**src/rtl/pal_cfg_pkg.sv**
```systemverilog
// Shared types for the PAL configuration loader: FSM state encoding and
// beat-counter sizing helper.
package pal_cfg_pkg;

    typedef enum logic [2:0] {
        IDLE   = 3'd0,
        SHIFT  = 3'd1,
        DRAIN  = 3'd2,
        COMMIT = 3'd3,
        FAIL   = 3'd4
    } pal_cfg_state_e;

    // Counter must be able to hold BEATS itself so that it can saturate there.
    function automatic int cnt_width(input int beats);
        return $clog2(beats + 1);
    endfunction

endpackage

```
**src/rtl/pal_cfg_beat_counter.sv**
```systemverilog
// Beat counter for the configuration loader; saturates at BEATS and flags the
// beat that would complete a full word.
module pal_cfg_beat_counter
    import pal_cfg_pkg::*;
#(
    parameter int BEATS = 8
) (
    input  logic clk,
    input  logic res,
    input  logic inc_i,
    input  logic clr_i,
    output logic at_end_o
);

    localparam int CW = cnt_width(BEATS);
    localparam logic [CW:0] BEATS_W = (CW + 1)'(BEATS);

    logic [CW-1:0] cnt_q, cnt_d;

    always_comb begin
        cnt_d = cnt_q;
        if (clr_i) begin
            cnt_d = '0;
        end else if (inc_i && (cnt_q != BEATS_W[CW-1:0])) begin
            cnt_d = cnt_q + CW'(1);
        end
    end

    always_ff @(posedge clk or posedge res) begin
        if (res) begin
            cnt_q <= '0;
        end else begin
            cnt_q <= cnt_d;
        end
    end

    assign at_end_o = (({1'b0, cnt_q} + (CW + 1)'(1)) == BEATS_W);

endmodule

```
**src/rtl/pal_cfg_loader.sv**
```systemverilog
// Framed configuration loader: shadow shift register committed atomically to
// the active word on an exact-length frame. Optional macro PAL_CFG_PARITY_EN.
module pal_cfg_loader
    import pal_cfg_pkg::*;
#(
    parameter int LEN   = 8,
    parameter int LANES = 1
) (
    input  logic             clk,
    input  logic             res,
    input  logic             cfg_valid,
    input  logic [LANES-1:0] cfg_data,
    input  logic             cfg_last,
`ifdef PAL_CFG_PARITY_EN
    input  logic             cfg_parity,
`endif
    input  logic             en,
    output logic             ready,
    output logic             busy,
    output logic             done,
    output logic             err,
    output logic [LEN-1:0]   ff_chain
);

    localparam int BEATS = LEN / LANES;

    generate
        if ((LEN % LANES) != 0) begin : g_len_check
            $error("pal_cfg_loader: LEN must be a multiple of LANES");
        end
    endgenerate

    pal_cfg_state_e state_q, state_d;
    logic [LEN-1:0] shadow_q, shadow_d;
    logic [LEN-1:0] active_q, active_d;
    logic [LEN-1:0] shadow_shift;
    logic           accept, in_load, at_end, par_ok;
    logic           cnt_inc, cnt_clr;

    assign in_load = (state_q == IDLE) || (state_q == SHIFT);
    assign ready   = in_load || (state_q == DRAIN);
    assign busy    = (state_q == SHIFT) || (state_q == DRAIN);
    assign done    = (state_q == COMMIT);
    assign err     = (state_q == FAIL);
    assign accept  = cfg_valid & ready;

    generate
        if (LEN == LANES) begin : g_shift_full
            assign shadow_shift = cfg_data;
        end else begin : g_shift_part
            assign shadow_shift = {shadow_q[LEN-LANES-1:0], cfg_data};
        end
    endgenerate

`ifdef PAL_CFG_PARITY_EN
    // Running XOR covers only bits that actually land in the shadow.
    logic par_q, par_d;

    always_comb begin
        par_d = par_q;
        if ((state_q == COMMIT) || (state_q == FAIL)) begin
            par_d = 1'b0;
        end else if (accept && in_load) begin
            par_d = par_q ^ (^cfg_data);
        end
    end

    always_ff @(posedge clk or posedge res) begin
        if (res) begin
            par_q <= 1'b0;
        end else begin
            par_q <= par_d;
        end
    end

    assign par_ok = ((par_q ^ (^cfg_data)) == cfg_parity);
`else
    assign par_ok = 1'b1;
`endif

    pal_cfg_beat_counter #(
        .BEATS (BEATS)
    ) u_cnt (
        .clk      (clk),
        .res      (res),
        .inc_i    (cnt_inc),
        .clr_i    (cnt_clr),
        .at_end_o (at_end)
    );

    always_comb begin
        state_d  = state_q;
        shadow_d = shadow_q;
        active_d = active_q;
        cnt_inc  = 1'b0;
        cnt_clr  = 1'b0;
        case (state_q)
            IDLE, SHIFT: begin
                if (accept) begin
                    shadow_d = shadow_shift;
                    cnt_inc  = 1'b1;
                    if (cfg_last) begin
                        state_d = (at_end && par_ok) ? COMMIT : FAIL;
                    end else if (at_end) begin
                        state_d = DRAIN;
                    end else begin
                        state_d = SHIFT;
                    end
                end
            end
            DRAIN: begin
                // Frame already overlong: keep the shadow, only track the tail.
                if (accept) begin
                    cnt_inc = 1'b1;
                    if (cfg_last) begin
                        state_d = FAIL;
                    end
                end
            end
            COMMIT: begin
                active_d = shadow_q;
                cnt_clr  = 1'b1;
                state_d  = IDLE;
            end
            FAIL: begin
                cnt_clr = 1'b1;
                state_d = IDLE;
            end
            default: begin
                cnt_clr = 1'b1;
                state_d = IDLE;
            end
        endcase
    end

    always_ff @(posedge clk or posedge res) begin
        if (res) begin
            state_q  <= IDLE;
            shadow_q <= '0;
            active_q <= '0;
        end else begin
            state_q  <= state_d;
            shadow_q <= shadow_d;
            active_q <= active_d;
        end
    end

    assign ff_chain = en ? active_q : '0;

endmodule
```
**config.mk**
```make
export PLATFORM = sky130hd
export DESIGN_NAME = pal_cfg_loader
export DESIGN_NICKNAME = d
export VERILOG_FILES = /design/src/rtl/pal_cfg_pkg.sv /design/src/rtl/pal_cfg_beat_counter.sv /design/src/rtl/pal_cfg_loader.sv
export SDC_FILE = /design/constraint.sdc
export NUM_CORES = 1
export LEC_CHECK = 0
export CAP_MARGIN = 20
export CORE_MARGIN = 2
export CORE_UTILIZATION = 35
export DETAILED_ROUTE_END_ITERATION = 8
export HOLD_SLACK_MARGIN = 0.02
export RECOVER_POWER = 100
export SLEW_MARGIN = 20
export SYNTH_ARGS = -nofsm -noshare
export SYNTH_HDL_FRONTEND = slang
export SYNTH_SLANG_ARGS = --single-unit
```
**constraint.sdc**
```tcl
create_clock -name clk -period 1.93 [get_ports clk]
set_input_delay 0.193 -clock clk [delete_from_list [all_inputs] [get_ports clk]]
set_output_delay 0.193 -clock clk [all_outputs]
set_load 0.05 [all_outputs]
```
# Word level (Yosys, flattened, before mapping)
# Cells that the tools add are included.
word_totals:
  reg_bits: 23
  elab_cells: 38
  out_inout_bits: 12
  input_bits: 6
classes:
  eq_ne: 10
  reduce_logical: 9
  addsub: 2
  bitwise: 1
  muxes: 12
op_table:
  columns: ["operator", "n"]
  rows:
  - ["two-way mux 3 bit", 5]
  - ["two-way mux 4 bit", 2]
  - ["two-way mux 8 bit", 1]
  - ["equality test 3 x 2 -> 1 bit, second input constant", 2]
  - ["inequality test 2 bit, second input constant", 3]
  - ["one-hot mux 3 bit (2 select lines)", 1]
  - ["adder 4 x 1 -> 5 bit, second input constant", 1]
  - ["equality test 5 x 4 -> 1 bit, second input constant", 1]
  - ["adder 4 x 1 -> 4 bit, second input constant", 1]
  - ["inequality test 4 bit, second input constant", 1]
  - ["equality test 3 x 1 -> 1 bit, second input constant", 1]
  - ["equality test 3 bit, second input constant", 1]
  - ["logical NOT 3 bit", 1]
  - ["logical OR 1 bit", 3]
  - ["AND reduction 3 bit", 1]
  - ["OR reduction 3 bit", 1]
  - ["two-way mux 1 bit", 2]
  - ["two-way mux 2 bit", 1]
  - ["inequality test 2 x 1 -> 1 bit, second input constant", 1]
  - ["AND reduction 2 bit", 1]
  - ["OR reduction 2 bit", 1]
  - ["bitwise AND 1 bit", 1]
  - ["logical AND 1 bit", 1]

# Logic depth before layout (Yosys ltp)
depth:
  word_depth: 9
  depth_mapped: 7
  ltp_nobuf: 7

# By module
# Synthesis repeated with hierarchy kept, for this count alone.
unflattened:
  hier_cells: 94
  hier_area_um2: 1164.9
modules_own_cells:
  columns: ["mod", "cells_per_inst", "n_inst", "seq_area_each_um2", "area_each_um2"]
  rows:
  - ["pal_cfg_loader", 68, 1, 475.5, 907.1]
  - ["pal_cfg_beat_counter", 26, 1, 100.1, 257.7]

# Worst setup path before layout
# Ideal clock, no wire load.
synth_path:
  path_kind: "register -> output"
  start: "reg state_q[1]"
  end: "out err"
  t_arrival_ns: 1.641
  stages_incl_launch_ff: 3
  setup_slack_ns: 0.096
  required_ns: 1.737
  n_path_buf: 1
  cell_sequence: "dfrtp_1 > buf_6 > nor3b_1"
synth_via:
  elab_chain_cells: 1
synth_lines:
  columns: ["element", "line_no", "rtl"]
  rows:
  - ["start, declared", "pal_cfg_loader.sv:33", "pal_cfg_state_e state_q, state_d;"]
  - ["start signal, assigned", "pal_cfg_loader.sv:142", "state_q <= state_d;"]
  - ["equality test 3 bit", "pal_cfg_loader.sv:44", "assign err = (state_q == FAIL);"]
  - ["end, declared", "pal_cfg_loader.sv:21", "output logic err,"]
# Every way passes these cells.

# Final worst setup path
layout_path:
  start: "reg state_q[2]"
  end: "out done"
layout_via:
  elab_chain_cells: 1
layout_lines:
  columns: ["element", "line_no", "rtl"]
  rows:
  - ["equality test 3 x 2 -> 1 bit", "pal_cfg_loader.sv:43", "assign done = (state_q == COMMIT);"]
  - ["end, declared", "pal_cfg_loader.sv:20", "output logic done,"]
# Every way passes these cells.

==> impl_metrics.csv <==
group,metric,value,unit
detailed_routing,totalWireLength,1789,um
grt,grtUsageTotal,0.1155,
logic_synthesis,synth_nets,104,
detailed_routing,top_layer_used,"met4",
grt,grt.overflow.total,0,
detailed_routing,detail-route-antenna-nets,0,
logic_synthesis,synth-edff-count,0,
worst_setup_path,cp-start-kind,"flop",
clock_network,cts.clk_slew.worst_paths,0.12,ns
floorplan,core-area,3078,sq um
power,p_leak,0.6679,nW
final_layout,drive_gt1_frac,0.3009,
detailed_routing,wl_met1,825,um
clock_network,insertion_delay,0.30,ns
floorplan,start_util,0.3707,
worst_setup_path,worstPathArrival,1.53,ns
clock_network,post_cts_buffers,0,
logic_synthesis,synthXorXnorAreaFrac,0.01535,
worst_setup_path,rrSetupSlack,0.35,ns
clock_network,cts_resized,0,
sta,finalMaxSlewViolations,0,
logic_synthesis,synth_compound_area_frac,0.06140,
status,status,"finished clean",
worst_setup_path,endpoint,"done",
sta,period_minus_slack,1.721,ns
sta,slew_headroom,0.2036,
floorplan,die-width,61.10,um
grt,grt_pass1_wl,3208,um
detailed_routing,dr.pass1.iters,4,
detailed_routing,vias,720,
detailed_routing,drt-vias-per-instance,4.586,
logic_synthesis,synthMuxAreaShare,0.1667,
logic_synthesis,yosysWarningCount,0,
floorplan,die_area,3733,sq um
flow_run,drv_cap,0,
final_layout,mostFrequentLayoutCells,"dfrtp_1, mux2_2, and2_0, buf_12, inv_1",
logic_synthesis,synth_top_family_by_area,"multiplexers",
power,power_switching,0.0002971,W
logic_synthesis,netlist_instances,93,
grt,grt_pass1_vias,736,
power,clkPwrFrac,0.202,
logic_synthesis,synth-seq-cells,23,
clock_network,hold_buffers,0,
min_path,min_path_type,"in2reg",
clock_network,clock-sinks,23,
clock_network,cts_tree,"built",
logic_synthesis,ys_types,28,
power,max-vdd-ir-drop,0.4023,mV
logic_synthesis,mappedNetlistArea,1141,sq um
worst_setup_path,crit_required,1.74,ns
power,combinationalPowerShare,0.188,
logic_synthesis,syn_avg_cell_area,12.27,sq um
power,p_sw_frac,0.2836,
detailed_routing,drtIter0Drc,7,
worst_setup_path,worst_setup_path_end_kind,"output pin",
final_layout,layout_commonest_cell,"dfrtp_1",
logic_synthesis,yosys.area_share.adder,0.05482,
detailed_routing,wl_met3,84,um
floorplan,fp.dieH,61.10,um
worst_setup_path,critical_path_class,"reg2out",
sta,finalCritPeriodShare,0.8919,
worst_setup_path,critical_path.max_stage_delay,0.48,ns
clock_network,cts_buffers,3,
logic_synthesis,ys.flop_type,"dfrtp_1",
placement,gp_congestion,0.7576,
worst_setup_path,timing.rr.start,"u_cnt.cnt_q[0]$_DFFE_PP0P_",
worst_setup_path,crit_fanout,9,
final_layout,n_antenna_cell,0,
logic_synthesis,yosysSeqAreaShare,0.5044,
clock_network,htreeDepth,1,
worst_setup_path,cp-startpoint,"state_q[2]$_DFFE_PP0P_",
clock_network,clock_path_buffers,2,
logic_synthesis,synth_async_sr_flop_share,1.000,
sta,setup_viol_count_final,0,
detailed_routing,route.met2.wl,868,um
logic_synthesis,synth-simple-area-share,0.1447,
sta,worstMarginPinSlew,1.195,ns
power,powerDensity,733.9,nW/um^2
placement,hpwl,1380,um
detailed_routing,avgRoutedWirePerCell,11.39,um
floorplan,io_pins,18,
sta,max_freq,0.5809,GHz
sta,hold_violations,0,
grt,grt_max_degree,24,
final_layout,nNetsFinal,125,
placement,port_buffers,17,
grt,antenna_found_initial,0,
worst_setup_path,slowest_stage,"dfrtp_1",
final_layout,fill_cells,303,
floorplan,fp-row-count,20,
sta,setup_tns,0,ns
sta,skew,0.004883,ns
power,seq_power_share,0.610,
worst_setup_path,rr_endpoint,"state_q[0]$_DFFE_PP0P_",
final_layout,utilization,0.4638,
sta,rsz0062_at_grt,"false",
clock_network,cts-root-buf,"clkbuf_4",
power,p_int,0.0007506,W
worst_setup_path,crit_chain,"nand3b_2, inv_1, clkbuf_2",
final_layout,area_delta_synth_final,25.11,%
worst_setup_path,reg2regPathDepth,7,
detailed_routing,drc,0,
-- stage by stage --
step | hold WS [ns] | total power (W) | setup slack [ns] | instances | cell area [sq um]
floorplan | 0.1949 | 0.0007844 | 0.09617 | 93 | 1141
global placement | 0.4794 | 0.0008458 | 0.3726 | 153 | 1446
detailed placement | 0.4905 | 0.0008583 | 0.3322 | 153 | 1446
CTS | 0.2213 | 0.001077 | 0.2146 | 157 | 1474
global route | 0.4894 | 0.001126 | 0.07579 | 157 | 1428
finish | 0.4989 | 0.001048 | 0.2086 | 157 | 1428
-- flip-flops by register name, summed over array words and instances (netlist names) --
register,cells
u_cnt.cnt_q,4
state_q,3
active_q,8
shadow_q,8
-- cells in the mapped netlist, types with 2 or more instances --
cell	count	area (sq um)
a21boi_0	3	22.52
a21oi_1	2	10.01
and2_1	9	56.30
buf_6	2	22.52
dfrtp_1	23	575.6
ha_1	5	62.56
inv_1	7	26.28
mux2_2	15	168.9
nand3_1	2	10.01
nand4_1	2	12.51
nor2b_1	2	12.51
nor3_1	2	10.01
o21ai_0	3	15.01
xnor2_1	2	17.52
-- layer usage --
metal	up-vias	track usage
met5	-	0
met4	0	0.04969
met3	2	0.02941
met2	17	0.1976
met1	341	0.1373
li1	360	-
-- cells by family (layout without fill, tap and decap cells) --
family | Yosys count | count (layout)
multiplexers | 17 | 17
AND/OR/NAND/NOR | 24 | 24
adder cells (fa/ha/maj) | 5 | 5
flip-flops | 23 | 23
AO/OA/AOI/OAI | 11 | 11
buffers and inverters | 11 | 31
XOR/XNOR | 2 | 2
-- critical path: cells and delay by family, from the launching register on --
kind,cells,cell delay (ns)
flops,1,0.48
simple gates,1,0.37
buf+inv,2,0.38
-- worst min-delay path by stage --
stage	to	cells past startpoint	start
5_1_grt	shadow_q[0]$_DFFE_PP0P_	2	cfg_data
3_5_place_dp	active_q[0]$_DFFE_PP0P_	1	active_q[0]$_DFFE_PP0P_
4_1_cts	shadow_q[4]$_DFFE_PP0P_	3	res
2_1_floorplan	active_q[0]$_DFFE_PP0P_	1	res
3_3_place_gp	active_q[2]$_DFFE_PP0P_	1	active_q[2]$_DFFE_PP0P_
6_report	shadow_q[0]$_DFFE_PP0P_	2	cfg_data
-- power groups by stage --
| stage | Combinational [W] | Clock, W | Sequential, W |
|---|---|---|---|
| detailed placement | 0.000208 | 0 | 0.000650 |
| finish | 0.000196 | 0.000212 | 0.000639 |
| CTS | 0.000211 | 0.000225 | 0.000641 |
| global placement | 0.000199 | 0 | 0.000647 |
| global route | 0.000220 | 0.000248 | 0.000658 |
| floorplan | 0.000161 | 0 | 0.000623 |
-- final cells by class --
cell class                      instances  area, sq um  share of cell area
Tap cell                               44        55.05             0.03856
Inverter                                8        30.03             0.02103
Timing Repair Buffer                   19        240.2              0.1683
Clock buffer                            3        22.52             0.01578
Sequential cell                        23        575.6              0.4032
Clock inverter                          1        5.005            0.003506
Multi-Input combinational cell         59        499.2              0.3497
Power figures use the tool's default switching activity.
==> edit: new RTL, same flow settings <==
The parameter `LEN` goes from 8 to 4.
--- a/src/rtl/pal_cfg_loader.sv
+++ b/src/rtl/pal_cfg_loader.sv
@@ -5,3 +5,3 @@
 #(
-    parameter int LEN   = 8,
+    parameter int LEN   = 4,
     parameter int LANES = 1
Ports: changed (resized ff_chain); port bits go from 18 to 14. No check against the original RTL was run, so the function may have changed too.
==> edit against the original RTL <==
- die area shrank 31%
- worst setup slack gained 26 ps
- area after synthesis is 33% lower
- critical path type unchanged
- routed wire length fell by 31%
- via count shrank 30%
- total power rose by 5.2%
- combinational power rose by 100%
- sequential cell count shrank 9
- fmax is 1.5% higher
- design area decreased by 38%
==> edit: results (changes against the original RTL) <==
metric;value;unit;change
run status;finished clean;;
Vias/cell;4.69;;+2.2%
largest family of logic cells by synthesized area;simple AND/OR/NAND/NOR gates;;
IO Port Bufs;13;;-4
Int Pwr;0.672;mW;-10%
Synth area leaders;dfrtp_1, mux2_1, ha_1;;
gr usage total;0.116;;+0.000156
largest registers;active_q x4, shadow_q x4;;
DR WL met2;575;microns;-34%
share of cells above drive strength 1;0.136;;-0.165
Peak VDD IR;597;uV;+49%
total power;1.10;mW;+5.2%
mux share of post-synthesis cell area;0.158;;-0.00869
Avg WL per Cell;11.4;microns;+0.27%
met3 Use GR;0.0351;;+0.00568
WHS;390;ps;-109 ps
Peak Freq;0.590;GHz;+1.5%
P_comb;0.401;mW;+100%
flop2flop setup slack;270;ps;-80 ps
Worst Skew;3.30;ps;-1.58 ps
final net count;92;;-26%
first-pass GRT wire length;2.18;mm;-32%
clock latency on the worst-skew pair;270;ps;-30 ps
Syn Inst Count;65;;-30%
Post-Synth XOR/XNOR Area;0.0228;;+0.00745
max_slew headroom;0.560;;+0.357
Compound-Gate Fraction of Synth Area;0.0554;;-0.00603
met1 Use GR;0.138;;+0.000265
starting DRC count in detailed routing;2;;-5
top post-synthesis cells by count;dfrtp_1, mux2_1, and2_1, ha_1, nand2_1;;
Worst path slowest cell;dfrtp_1;;
Worst-path clk slew;90;ps;-30 ps
met2 usage;0.191;;-0.00678
Highest Signal Layer;met4;;
Leakage;0.421;nW;-37%
largest net degree at the start of global routing;15;;-38%
DR WL met3;45;microns;-46%
Fillers;206;;-32%
Clk pwr share;0.189;;-0.013
Post-Synth Adder-Cell Area;0.0651;;+0.0103
[edit: cell count changes after synthesis, sizes merged, moves of 3 or more]
cell and change:
nand2 +4, and2 -5, o21ai -3, inv -3
dfrtp -9, mux2 -7
[edit: stage by stage]
step / area, sq um / utilization
3_3_place_gp: 901 / 0.446
3_5_place_dp: 901 / 0.446
6_report: 882 / 0.436
4_1_cts: 937 / 0.463
2_1_floorplan: 768 / -
5_1_grt: 882 / 0.436
[edit: how the worst max path moves through the flow]
stage                              start         end
after floorplan               state_q[2]         err
after global placement    u_cnt.cnt_q[0]  state_q[2]
after detailed placement  u_cnt.cnt_q[0]  state_q[2]
after CTS                 u_cnt.cnt_q[0]  state_q[2]
after global routing          state_q[1]        busy
final                         state_q[1]        busy
[edit: area by class of cell]
type / count / area share
tap: 27 / 0.0383
inverter: 5 / 0.0213
sequential: 14 / 0.397
multi-input combinational: 44 / 0.400
timing repair buffer: 14 / 0.102
clock buffer: 4 / 0.0411
